==> config.mk <==
export PLATFORM = sky130hd
export DESIGN_NAME = pipe_control_unit_flat
export DESIGN_NICKNAME = d
export VERILOG_FILES = /design/src/rtl/pipe_control_unit_if.sv /design/src/rtl/pipe_control_unit.sv /design/src/flat_wrapper.sv
export SDC_FILE = /design/constraint.sdc
export NUM_CORES = 1
export LEC_CHECK = 0
export BUFFER_PORTS_ARGS = -buffer_cell sky130_fd_sc_hd__clkbuf_2
export CELL_PAD_IN_SITES_DETAIL_PLACEMENT = 1
export CELL_PAD_IN_SITES_GLOBAL_PLACEMENT = 2
export CORE_MARGIN = 8
export CORE_UTILIZATION = 27
export DETAILED_ROUTE_END_ITERATION = 8
export PLACE_DENSITY_LB_ADDON = 0.1
export SKIP_LAST_GASP = 1
export SYNTH_ARGS = -nofsm -noshare
export SYNTH_HDL_FRONTEND = slang
export SYNTH_SLANG_ARGS = --single-unit
==> constraint.sdc <==
create_clock -name CLK -period 3.2 [get_ports CLK]
set_input_delay 0.16 -clock CLK [delete_from_list [all_inputs] [get_ports CLK]]
set_output_delay 0.16 -clock CLK [all_outputs]
set_load 0.1 [all_outputs]
==> src/rtl/pipe_control_unit_if.sv <==
// pipe_control_unit_if: groups the IF/ID-side inputs and the control outputs
// of pipe_control_unit. The master side drives instructions and pipe events,
// and the slave side (the control unit) returns the stall, control words and halt.
interface pipe_control_unit_if #(
   parameter int STAGES = 3,
   parameter int CW_W   = 20
);
   logic [31:0]             instr_i;
   logic                    instr_valid_i;
   logic                    mem_stall_i;
   logic                    flush_i;
   logic                    stall_o;
   logic [STAGES*CW_W-1:0]  ctrl_o;
   logic                    halt_o;

   modport master (
      output instr_i, instr_valid_i, mem_stall_i, flush_i,
      input  stall_o, ctrl_o, halt_o
   );

   modport slave (
      input  instr_i, instr_valid_i, mem_stall_i, flush_i,
      output stall_o, ctrl_o, halt_o
   );
endinterface

==> src/rtl/pipe_control_unit.sv <==
// pipe_control_unit: decodes the IF/ID instruction into a 20-bit control word
// and carries it down a STAGES-deep delay line (entry 0 = EX, STAGES-1 = WB).
// Handles load-use bubbles, branch/jump flushes and memory freezes.
// Optional feature macro: CU_HALT_EN (HALT opcode 0x3F drains the pipe and
// raises a sticky halt_o). Without it 0x3F is an unknown opcode and halt_o = 0.
module pipe_control_unit #(
   parameter int STAGES = 3,   // legal 2..6
   parameter int CW_W   = 20   // must match the control word layout
) (
   input  logic               CLK,
   input  logic               nRST,
   pipe_control_unit_if.slave cu
);
   // ALU operation codes of the core
   localparam logic [3:0] ALU_ADD  = 4'd0;
   localparam logic [3:0] ALU_SUB  = 4'd1;
   localparam logic [3:0] ALU_AND  = 4'd2;
   localparam logic [3:0] ALU_OR   = 4'd3;
   localparam logic [3:0] ALU_XOR  = 4'd4;
   localparam logic [3:0] ALU_NOR  = 4'd5;
   localparam logic [3:0] ALU_SLT  = 4'd6;
   localparam logic [3:0] ALU_SLTU = 4'd7;
   localparam logic [3:0] ALU_SLL  = 4'd8;
   localparam logic [3:0] ALU_SRL  = 4'd9;

   // Field encodings (zero values are rt / ALU result / sequential PC)
   localparam logic [1:0] SRC_IMM   = 2'd1;
   localparam logic [1:0] SRC_SHAMT = 2'd2;
   localparam logic [1:0] SEL_PC4   = 2'd1;
   localparam logic [1:0] SEL_LUI   = 2'd2;
   localparam logic [1:0] SEL_MEM   = 2'd3;
   localparam logic [1:0] PC_JR     = 2'd1;
   localparam logic [1:0] PC_JUMP   = 2'd2;
   localparam logic [1:0] PC_BR     = 2'd3;

   localparam logic [5:0] OP_RTYPE = 6'h00;
   localparam logic [5:0] OP_J     = 6'h02;
   localparam logic [5:0] OP_JAL   = 6'h03;
   localparam logic [5:0] OP_BEQ   = 6'h04;
   localparam logic [5:0] OP_BNE   = 6'h05;
   localparam logic [5:0] OP_ADDI  = 6'h08;
   localparam logic [5:0] OP_ADDIU = 6'h09;
   localparam logic [5:0] OP_SLTI  = 6'h0A;
   localparam logic [5:0] OP_SLTIU = 6'h0B;
   localparam logic [5:0] OP_ANDI  = 6'h0C;
   localparam logic [5:0] OP_ORI   = 6'h0D;
   localparam logic [5:0] OP_XORI  = 6'h0E;
   localparam logic [5:0] OP_LUI   = 6'h0F;
   localparam logic [5:0] OP_LW    = 6'h23;
   localparam logic [5:0] OP_SW    = 6'h2B;
`ifdef CU_HALT_EN
   localparam logic [5:0] OP_HALT  = 6'h3F;
`endif

   localparam logic [5:0] FN_SLL  = 6'h00;
   localparam logic [5:0] FN_SRL  = 6'h02;
   localparam logic [5:0] FN_JR   = 6'h08;
   localparam logic [5:0] FN_ADD  = 6'h20;
   localparam logic [5:0] FN_ADDU = 6'h21;
   localparam logic [5:0] FN_SUB  = 6'h22;
   localparam logic [5:0] FN_SUBU = 6'h23;
   localparam logic [5:0] FN_AND  = 6'h24;
   localparam logic [5:0] FN_OR   = 6'h25;
   localparam logic [5:0] FN_XOR  = 6'h26;
   localparam logic [5:0] FN_NOR  = 6'h27;
   localparam logic [5:0] FN_SLT  = 6'h2A;
   localparam logic [5:0] FN_SLTU = 6'h2B;

   // MSB -> LSB layout of one control word
   typedef struct packed {
      logic       valid;
      logic       reg_wr;
      logic [1:0] alu_src;
      logic [1:0] reg_sel;
      logic [1:0] pc_src;
      logic [4:0] reg_dst;
      logic       ext_op;
      logic       d_wen;
      logic       d_ren;
      logic [3:0] alu_op;
   } cw_t;

   cw_t [STAGES-1:0] cw_q, cw_d;
   cw_t              dec;
   logic             rd_rs, rd_rt, dec_halt;
   logic             ld_hzd, drain, kill;
   logic [5:0]       op, funct;
   logic [4:0]       rs, rt, rd;
   logic             unused_shamt;

   assign op           = cu.instr_i[31:26];
   assign rs           = cu.instr_i[25:21];
   assign rt           = cu.instr_i[20:16];
   assign rd           = cu.instr_i[15:11];
   assign funct        = cu.instr_i[5:0];
   // shamt is consumed by the datapath straight from IF/ID, not by control
   assign unused_shamt = ^cu.instr_i[10:6];

   // Combinational decode; rd_rs/rd_rt flag which source registers are read
   always_comb begin
      dec      = '0;
      rd_rs    = 1'b0;
      rd_rt    = 1'b0;
      dec_halt = 1'b0;
      if (cu.instr_valid_i) begin
         case (op)
            OP_RTYPE: begin
               dec.valid   = 1'b1;
               dec.reg_wr  = 1'b1;
               dec.reg_dst = rd;
               rd_rs       = 1'b1;
               rd_rt       = 1'b1;
               case (funct)
                  FN_SLL:          begin dec.alu_src = SRC_SHAMT; dec.alu_op = ALU_SLL; rd_rs = 1'b0; end
                  FN_SRL:          begin dec.alu_src = SRC_SHAMT; dec.alu_op = ALU_SRL; rd_rs = 1'b0; end
                  FN_JR:           begin dec.reg_wr = 1'b0; dec.reg_dst = 5'd0; dec.pc_src = PC_JR; rd_rt = 1'b0; end
                  FN_ADD, FN_ADDU: dec.alu_op = ALU_ADD;
                  FN_SUB, FN_SUBU: dec.alu_op = ALU_SUB;
                  FN_AND:          dec.alu_op = ALU_AND;
                  FN_OR:           dec.alu_op = ALU_OR;
                  FN_XOR:          dec.alu_op = ALU_XOR;
                  FN_NOR:          dec.alu_op = ALU_NOR;
                  FN_SLT:          dec.alu_op = ALU_SLT;
                  FN_SLTU:         dec.alu_op = ALU_SLTU;
                  default:         begin dec = '0; rd_rs = 1'b0; rd_rt = 1'b0; end
               endcase
            end
            OP_J: begin
               dec.valid  = 1'b1;
               dec.pc_src = PC_JUMP;
            end
            OP_JAL: begin
               dec.valid   = 1'b1;
               dec.reg_wr  = 1'b1;
               dec.reg_sel = SEL_PC4;
               dec.pc_src  = PC_JUMP;
               dec.reg_dst = 5'd31;
            end
            OP_BEQ, OP_BNE: begin
               dec.valid   = 1'b1;
               dec.pc_src  = PC_BR;
               dec.reg_dst = rt;
               dec.alu_op  = ALU_SUB;
               rd_rs       = 1'b1;
               rd_rt       = 1'b1;
            end
            OP_ADDI, OP_ADDIU, OP_SLTI, OP_SLTIU, OP_ANDI, OP_ORI, OP_XORI: begin
               dec.valid   = 1'b1;
               dec.reg_wr  = 1'b1;
               dec.alu_src = SRC_IMM;
               dec.reg_dst = rt;
               rd_rs       = 1'b1;
               case (op)
                  OP_SLTI:  begin dec.alu_op = ALU_SLT; dec.ext_op = 1'b1; end
                  OP_SLTIU: dec.alu_op = ALU_SLTU;
                  OP_ANDI:  dec.alu_op = ALU_AND;
                  OP_ORI:   dec.alu_op = ALU_OR;
                  OP_XORI:  dec.alu_op = ALU_XOR;
                  default:  begin dec.alu_op = ALU_ADD; dec.ext_op = 1'b1; end
               endcase
            end
            OP_LUI: begin
               dec.valid   = 1'b1;
               dec.reg_wr  = 1'b1;
               dec.alu_src = SRC_IMM;
               dec.reg_sel = SEL_LUI;
               dec.reg_dst = rt;
            end
            OP_LW: begin
               dec.valid   = 1'b1;
               dec.reg_wr  = 1'b1;
               dec.alu_src = SRC_IMM;
               dec.reg_sel = SEL_MEM;
               dec.reg_dst = rt;
               dec.ext_op  = 1'b1;
               dec.d_ren   = 1'b1;
               dec.alu_op  = ALU_ADD;
               rd_rs       = 1'b1;
            end
            OP_SW: begin
               dec.valid   = 1'b1;
               dec.alu_src = SRC_IMM;
               dec.reg_dst = rt;
               dec.ext_op  = 1'b1;
               dec.d_wen   = 1'b1;
               dec.alu_op  = ALU_ADD;
               rd_rs       = 1'b1;
               rd_rt       = 1'b1;
            end
`ifdef CU_HALT_EN
            OP_HALT: begin
               dec.valid = 1'b1;
               dec_halt  = 1'b1;
            end
`endif
            default: ;
         endcase
      end
   end

   // A load in EX whose target is read by the IF/ID instruction
   assign ld_hzd = cw_q[0].valid & cw_q[0].d_ren & (cw_q[0].reg_dst != 5'd0) &
                   ((rd_rs & (cw_q[0].reg_dst == rs)) | (rd_rt & (cw_q[0].reg_dst == rt)));

`ifdef CU_HALT_EN
   logic [STAGES-1:0] hlt_q, hlt_d;
   logic              halt_q, halt_d;

   // Once a HALT is in flight (or retired) only bubbles enter the pipe
   assign drain     = (|hlt_q) | halt_q;
   assign cu.halt_o = halt_q;

   // Halt marker follows its word down the line; halt_o latches as it leaves WB
   always_comb begin
      hlt_d  = hlt_q;
      halt_d = halt_q;
      if (!cu.mem_stall_i) begin
         hlt_d  = {hlt_q[STAGES-2:0], dec_halt & ~kill};
         halt_d = halt_q | hlt_q[STAGES-1];
      end
   end

   // Halt tracking registers
   always_ff @(posedge CLK or negedge nRST) begin
      if (!nRST) begin
         hlt_q  <= '0;
         halt_q <= 1'b0;
      end else begin
         hlt_q  <= hlt_d;
         halt_q <= halt_d;
      end
   end
`else
   assign drain     = 1'b0;
   assign cu.halt_o = 1'b0;
`endif

   // Anything that replaces the decoded word with a bubble in entry 0
   assign kill = cu.flush_i | ld_hzd | drain;

   // A flushed instruction needs no stall; a decoded or in-flight HALT always holds
   assign cu.stall_o = drain | (~cu.flush_i & (ld_hzd | dec_halt));

   // Advance the delay line unless memory freezes the whole pipe
   always_comb begin
      cw_d = cw_q;
      if (!cu.mem_stall_i) begin
         for (int k = STAGES-1; k > 0; k--) cw_d[k] = cw_q[k-1];
         cw_d[0] = kill ? cw_t'('0) : dec;
      end
   end

   // Control word delay line, cleared asynchronously
   always_ff @(posedge CLK or negedge nRST) begin
      if (!nRST) cw_q <= '0;
      else       cw_q <= cw_d;
   end

   assign cu.ctrl_o = cw_q;

endmodule

==> src/flat_wrapper.sv <==
// flat-port wrapper written by rule: the top's interface ports become plain ports
module pipe_control_unit_flat 
#(
   parameter int STAGES = 3,                
   parameter int CW_W   = 20                                        
)
  (CLK, nRST, cu_instr_i, cu_instr_valid_i, cu_mem_stall_i, cu_flush_i, cu_stall_o, cu_ctrl_o, cu_halt_o);
  pipe_control_unit_if #(.STAGES(STAGES), .CW_W(CW_W)) cu_i ();
  input  logic CLK;
  input  logic nRST;
  input wire logic [$bits(cu_i.instr_i)-1:0] cu_instr_i;
  input wire logic [$bits(cu_i.instr_valid_i)-1:0] cu_instr_valid_i;
  input wire logic [$bits(cu_i.mem_stall_i)-1:0] cu_mem_stall_i;
  input wire logic [$bits(cu_i.flush_i)-1:0] cu_flush_i;
  output wire logic [$bits(cu_i.stall_o)-1:0] cu_stall_o;
  output wire logic [$bits(cu_i.ctrl_o)-1:0] cu_ctrl_o;
  output wire logic [$bits(cu_i.halt_o)-1:0] cu_halt_o;
  assign cu_i.instr_i = cu_instr_i;
  assign cu_i.instr_valid_i = cu_instr_valid_i;
  assign cu_i.mem_stall_i = cu_mem_stall_i;
  assign cu_i.flush_i = cu_flush_i;
  assign cu_stall_o = cu_i.stall_o;
  assign cu_ctrl_o = cu_i.ctrl_o;
  assign cu_halt_o = cu_i.halt_o;
  pipe_control_unit #(.STAGES(STAGES), .CW_W(CW_W)) u_core (.CLK(CLK), .nRST(nRST), .cu(cu_i));
endmodule
After elaboration in Yosys (flattened, before gate mapping)
Index checks and enable logic that the tools add are counted.
Word-level totals
  bits in registers: 60
  input port bits: 37
  output and inout port bits: 62
  word-level logic and storage cells: 110
Cells by class
  eq/ne operators: 28
  mux-type cells: 24
  bitwise gates (word level): 9
  reduce and logical (&&, ||, !) cells: 19
Operators by type and width (number)
  $eq A6 B6 Y1 const B: 12
  $eq A6 B4 Y1 const B: 9
  $mux W20: 2
  $pmux W4 S9: 1
  $reduce_or A12 Y1: 2
  $reduce_or A11 Y1: 2
  $reduce_or A10 Y1: 2
  $eq A6 B2 Y1 const B: 3
  $pmux W3 S5: 1
  $pmux W5 S3: 1
  $reduce_or A14 Y1: 1
  $reduce_or A13 Y1: 1
  $eq A6 B3 Y1 const B: 2
  $logic_not A6 Y1: 2
  $pmux W2 S3: 2
  $pmux W4 S3: 1
  $pmux W6 S2: 1
  $eq A5 B5 Y1: 2
  $pmux W1 S2: 5
  $reduce_or A2 Y1: 5
  $mux W1: 8
  $reduce_or A7 Y1: 1
  $and A1 B1 Y1: 6
  $reduce_bool A5 Y1: 1
  6 further kinds: 7

Depth between registers and ports, before layout
  depth after elaboration: 10
  depth in mapped cells: 9
  depth with buffers taken out: 6

Worst setup path after synthesis
No wires, ideal clock.
  path kind: reg-to-output
  start point: register u_core.cw_q (netlist bit u_core.cu.ctrl_o[7])
  end point: output cu_stall_o
  arrival time: 3556 ps
  data required time: 3040 ps
  path slack: -516 ps
  stages on the path, launching flop included: 7
  buffers on the path: 1
  cell sequence: dfrtp_1 or4_1 o2111ai_2 nor4_2 a21oi_4 buf_6 nor2_1
On the way
  longest elaborated chain between the ends: 5
  elaborated cells between the ends (all ways): 9
  those cells by class: 2 x eq/ne; 6 x bitwise; 1 x reduce/logical
Ends and longest elaborated chain
  from (decl): RTL line pipe_control_unit.sv:83  | cw_t [STAGES-1:0] cw_q, cw_d;
  from (signal assigned): RTL line pipe_control_unit.sv:256  | else cw_q <= cw_d;
  $eq A5 B5 Y1: RTL line pipe_control_unit.sv:203  | ((rd_rs & (cw_q[0].reg_dst == rs)) | (rd_rt & (cw_q[0].reg_dst == rt)));
  $and A1 B1 Y1: RTL line pipe_control_unit.sv:203
  $or A1 B1 Y1: RTL line pipe_control_unit.sv:203
  $and A1 B1 Y1 *: RTL line pipe_control_unit.sv:202  | assign ld_hzd = cw_q[0].valid & cw_q[0].d_ren & (cw_q[0].reg_dst != 5'd0) &
  $and A1 B1 Y1 *: RTL line pipe_control_unit.sv:242  | assign cu.stall_o = drain | (~cu.flush_i & (ld_hzd | dec_halt));
  to (decl): RTL line flat_wrapper.sv:15  | output wire logic [$bits(cu_i.stall_o)-1:0] cu_stall_o;
Every way passes the cells marked *; elsewhere a longest branch is shown, timed or not.

Worst setup path after layout
Ends and elaborated chain as after synthesis.

==> run metrics <==
Mapped Cells=252; clock share of power=47.0%; Core Util, Final=35.37%; FF+latch count, synth=60; Leakage=1.921 nW; Fillers=1213; Syn. warnings=0; Cell variety after synth=47; CP startpoint=u_core.cu.ctrl_o[7]; die width=120.7 microns; synthesized area per cell=11.75 sq um; RSZ-0062 raised after global routing=no; antenna viol nets, final=0; largest net degree at the start of global routing=61; CTS tree=yes; GR peak layer=met2; core area=10790 sq um; CP Capture Type=primary output; Worst Hold Slack=-0.009828 ns; FF-to-FF End=u_core.cu.ctrl_o[18]; Nets=379; Max VDD drop=0.1778 mV; Max Cap Violations=0; die area=14570 sq um; Data arrival, critical path=2.65 ns; area grow syn2layout=28.95%; post-synth top area share=50.72%; crit start category=flip-flop; via count=2284; Seq/Total Area, Yosys=50.72%; Worst-Skew Late Latency=0.32 ns; DR WL/cell=17.39 microns; register share of total power=41.0%; antenna violations before repair=0; Logic pwr share=12.0%; sw frac=24.50%; commonest non-fill, non-tap cell in the layout=clkbuf_2; final worst-path cycle share=87.87%; run status=complete, but fails checks; hold_buf cts=0; Final Hold Violating Endpoints=16; HP Class=in -> async; Worst Path Required=3.04 ns; mux share of post-synthesis cell area=15.89%; P per Cell Area=496.5 nW/um^2; Clock Pin Slew Worst Setup and Hold Paths=0.07 ns; GR Util met2=18.72%; Compound-Gate Fraction of Synth Area=14.54%; Synth Area in XOR/XNOR=3.254%; Post-synth EDFFs=0; first-pass GRT wire length=13830 microns; met3 track utilization from global routing=1.958%; RR Startpoint=u_core.cu.ctrl_o[7]; # diodes=0; Iter 0 DRT Violations=54; crit path capture=cu_stall_o; Final Skew=0.006964 ns; Initial Utilization=27.43%; clk sinks=60; post_cts resized=0; Relative slew margins=35.56%; R2R depth=6; Synth Cell Area=2960 sq um; Net Count, Synth=289; CP max FO=7; Fmax achieved=355.7 MHz; overall power=0.001895 W; H-Tree Depth=3; final setup violation count=0; Tot GR Track Use=11.93%; Slew Viols, Final=0; residual DRC count=0; GR Overflow Total=0; DP HPWL=6529 microns; Num CTS Buffers=9; drt pass-1 iters=4; failing checks=negative hold slack; clk buf depth=2; Power Internal=0.001431 W; layout cells sized above 1=46.97%; largest family of logic cells by synthesized area=multiplexers; Final GP Congestion=0.7360; Top Ports=99; Post-Route WL=8467 microns; fraction of registers with async set/reset=100.0%; post-CTS setup buffer count=0; Die Height=120.7 microns; commonest cells after routing, fill and taps aside=91 x clkbuf_2, 60 x dfrtp_1, 40 x mux2_2, 17 x nand2_1; slew of the pin with the lowest slew margin=0.9667 ns; Synth area leader=dfrtp_1; # rows=38; post-synthesis adder-cell area fraction=0%; met1 Use GR=15.90%; setup_tns=0 ns; vias in the first global route=2493; Top FF cell, synth=dfrtp_1; Area contributors post-synth=dfrtp_1 51%, mux2_2 15%, a22o_1 3.8%; Largest register FFs=60; simple logic cell fraction of the synthesized area=12.47%; PortBufs=92; crit path time final=2.812 ns; Via density=4.690; CP Class=reg -> out; sw power=0.0004643 W; R2R Setup Slk=0.91 ns; CTS root buffer=clkbuf_8
==> synth_stat cells (2+ instances only) <==
master / count
nand3_1: 7
nor4_1: 4
nor3_1: 3
xor2_1: 5
nand2_1: 17
mux2i_1: 2
dfrtp_1: 60
clkbuf_1: 11
o21ai_0: 5
a22o_1: 13
buf_4: 2
mux2_2: 40
nand2b_1: 11
or4_1: 2
a32o_1: 7
inv_1: 3
nor2_1: 13
xnor2_1: 6
buf_2: 2
a21oi_1: 12
==> kinds of logic after synthesis <==
group           count (synthesis)
compound gates                 51
xor+xnor                       11
buf+inv                        19
flops                          60
mux                            42
other cells                     1
simple gates                   68
==> power groups by stage <==
stage / sequential (W) / clock (W) / combinational (W)
after floorplan: 0.000862 / 0 / 0.0000851
after detailed placement: 0.000791 / 0 / 0.000232
final: 0.000776 / 0.000891 / 0.000228
after CTS: 0.000776 / 0.000919 / 0.000232
after global placement: 0.000791 / 0 / 0.000232
after global routing: 0.000777 / 0.000961 / 0.000246
==> stage by stage <==
step | area (sq um) | setup WS (ns) | instances
finish | 3817 | 0.3883 | 487
global route | 3817 | 0.2422 | 487
CTS | 3817 | 0.3373 | 487
detailed placement | 3548 | 0.6486 | 471
global placement | 3548 | 0.7107 | 471
floorplan | 2968 | 0.2732 | 252
==> layout make-up <==
type	instances	area (sq um)	share of cell area [%]
flip-flops and latches	60	1501	39.33
multi-input cells	173	1378	36.09
repair buffers	95	483.0	12.65
clock buffers	13	178.9	4.687
well taps	140	175.2	4.589
clock inverters	3	90.09	2.360
inverters	3	11.26	0.2950
==> worst max-delay path, cell delays in order, from the launching register on <==
cell       delay, ns
dfrtp_1         0.49
or4_1           0.18
o2111ai_2       0.14
nor4_2          0.70
a21oi_4         0.22
nor2_4          0.12
clkbuf_2        0.46
==> layer usage <==
metal / up-vias / wire length, microns
met3: 9 / 356
met2: 52 / 3942
li1: 1102 / -
met5: - / 0
met4: 0 / 117
met1: 1121 / 4051
==> worst min path at each step <==
| stage | slack [ns] | end | cells past startpoint |
|---|---|---|---|
| 6_report | -0.01 | u_core.cu.ctrl_o[43] | 1 |
| 5_1_grt | 0.06 | u_core.cu.ctrl_o[43] | 1 |
| 4_1_cts | 0.01 | u_core.cu.ctrl_o[43] | 1 |
| 3_5_place_dp | 0.37 | u_core.cu.ctrl_o[43] | 1 |
| 3_3_place_gp | 0.37 | u_core.cu.ctrl_o[43] | 1 |
| 2_1_floorplan | -0.14 | u_core.cu.ctrl_o[0] | 0 |
(Power assumes the default switching activity.)
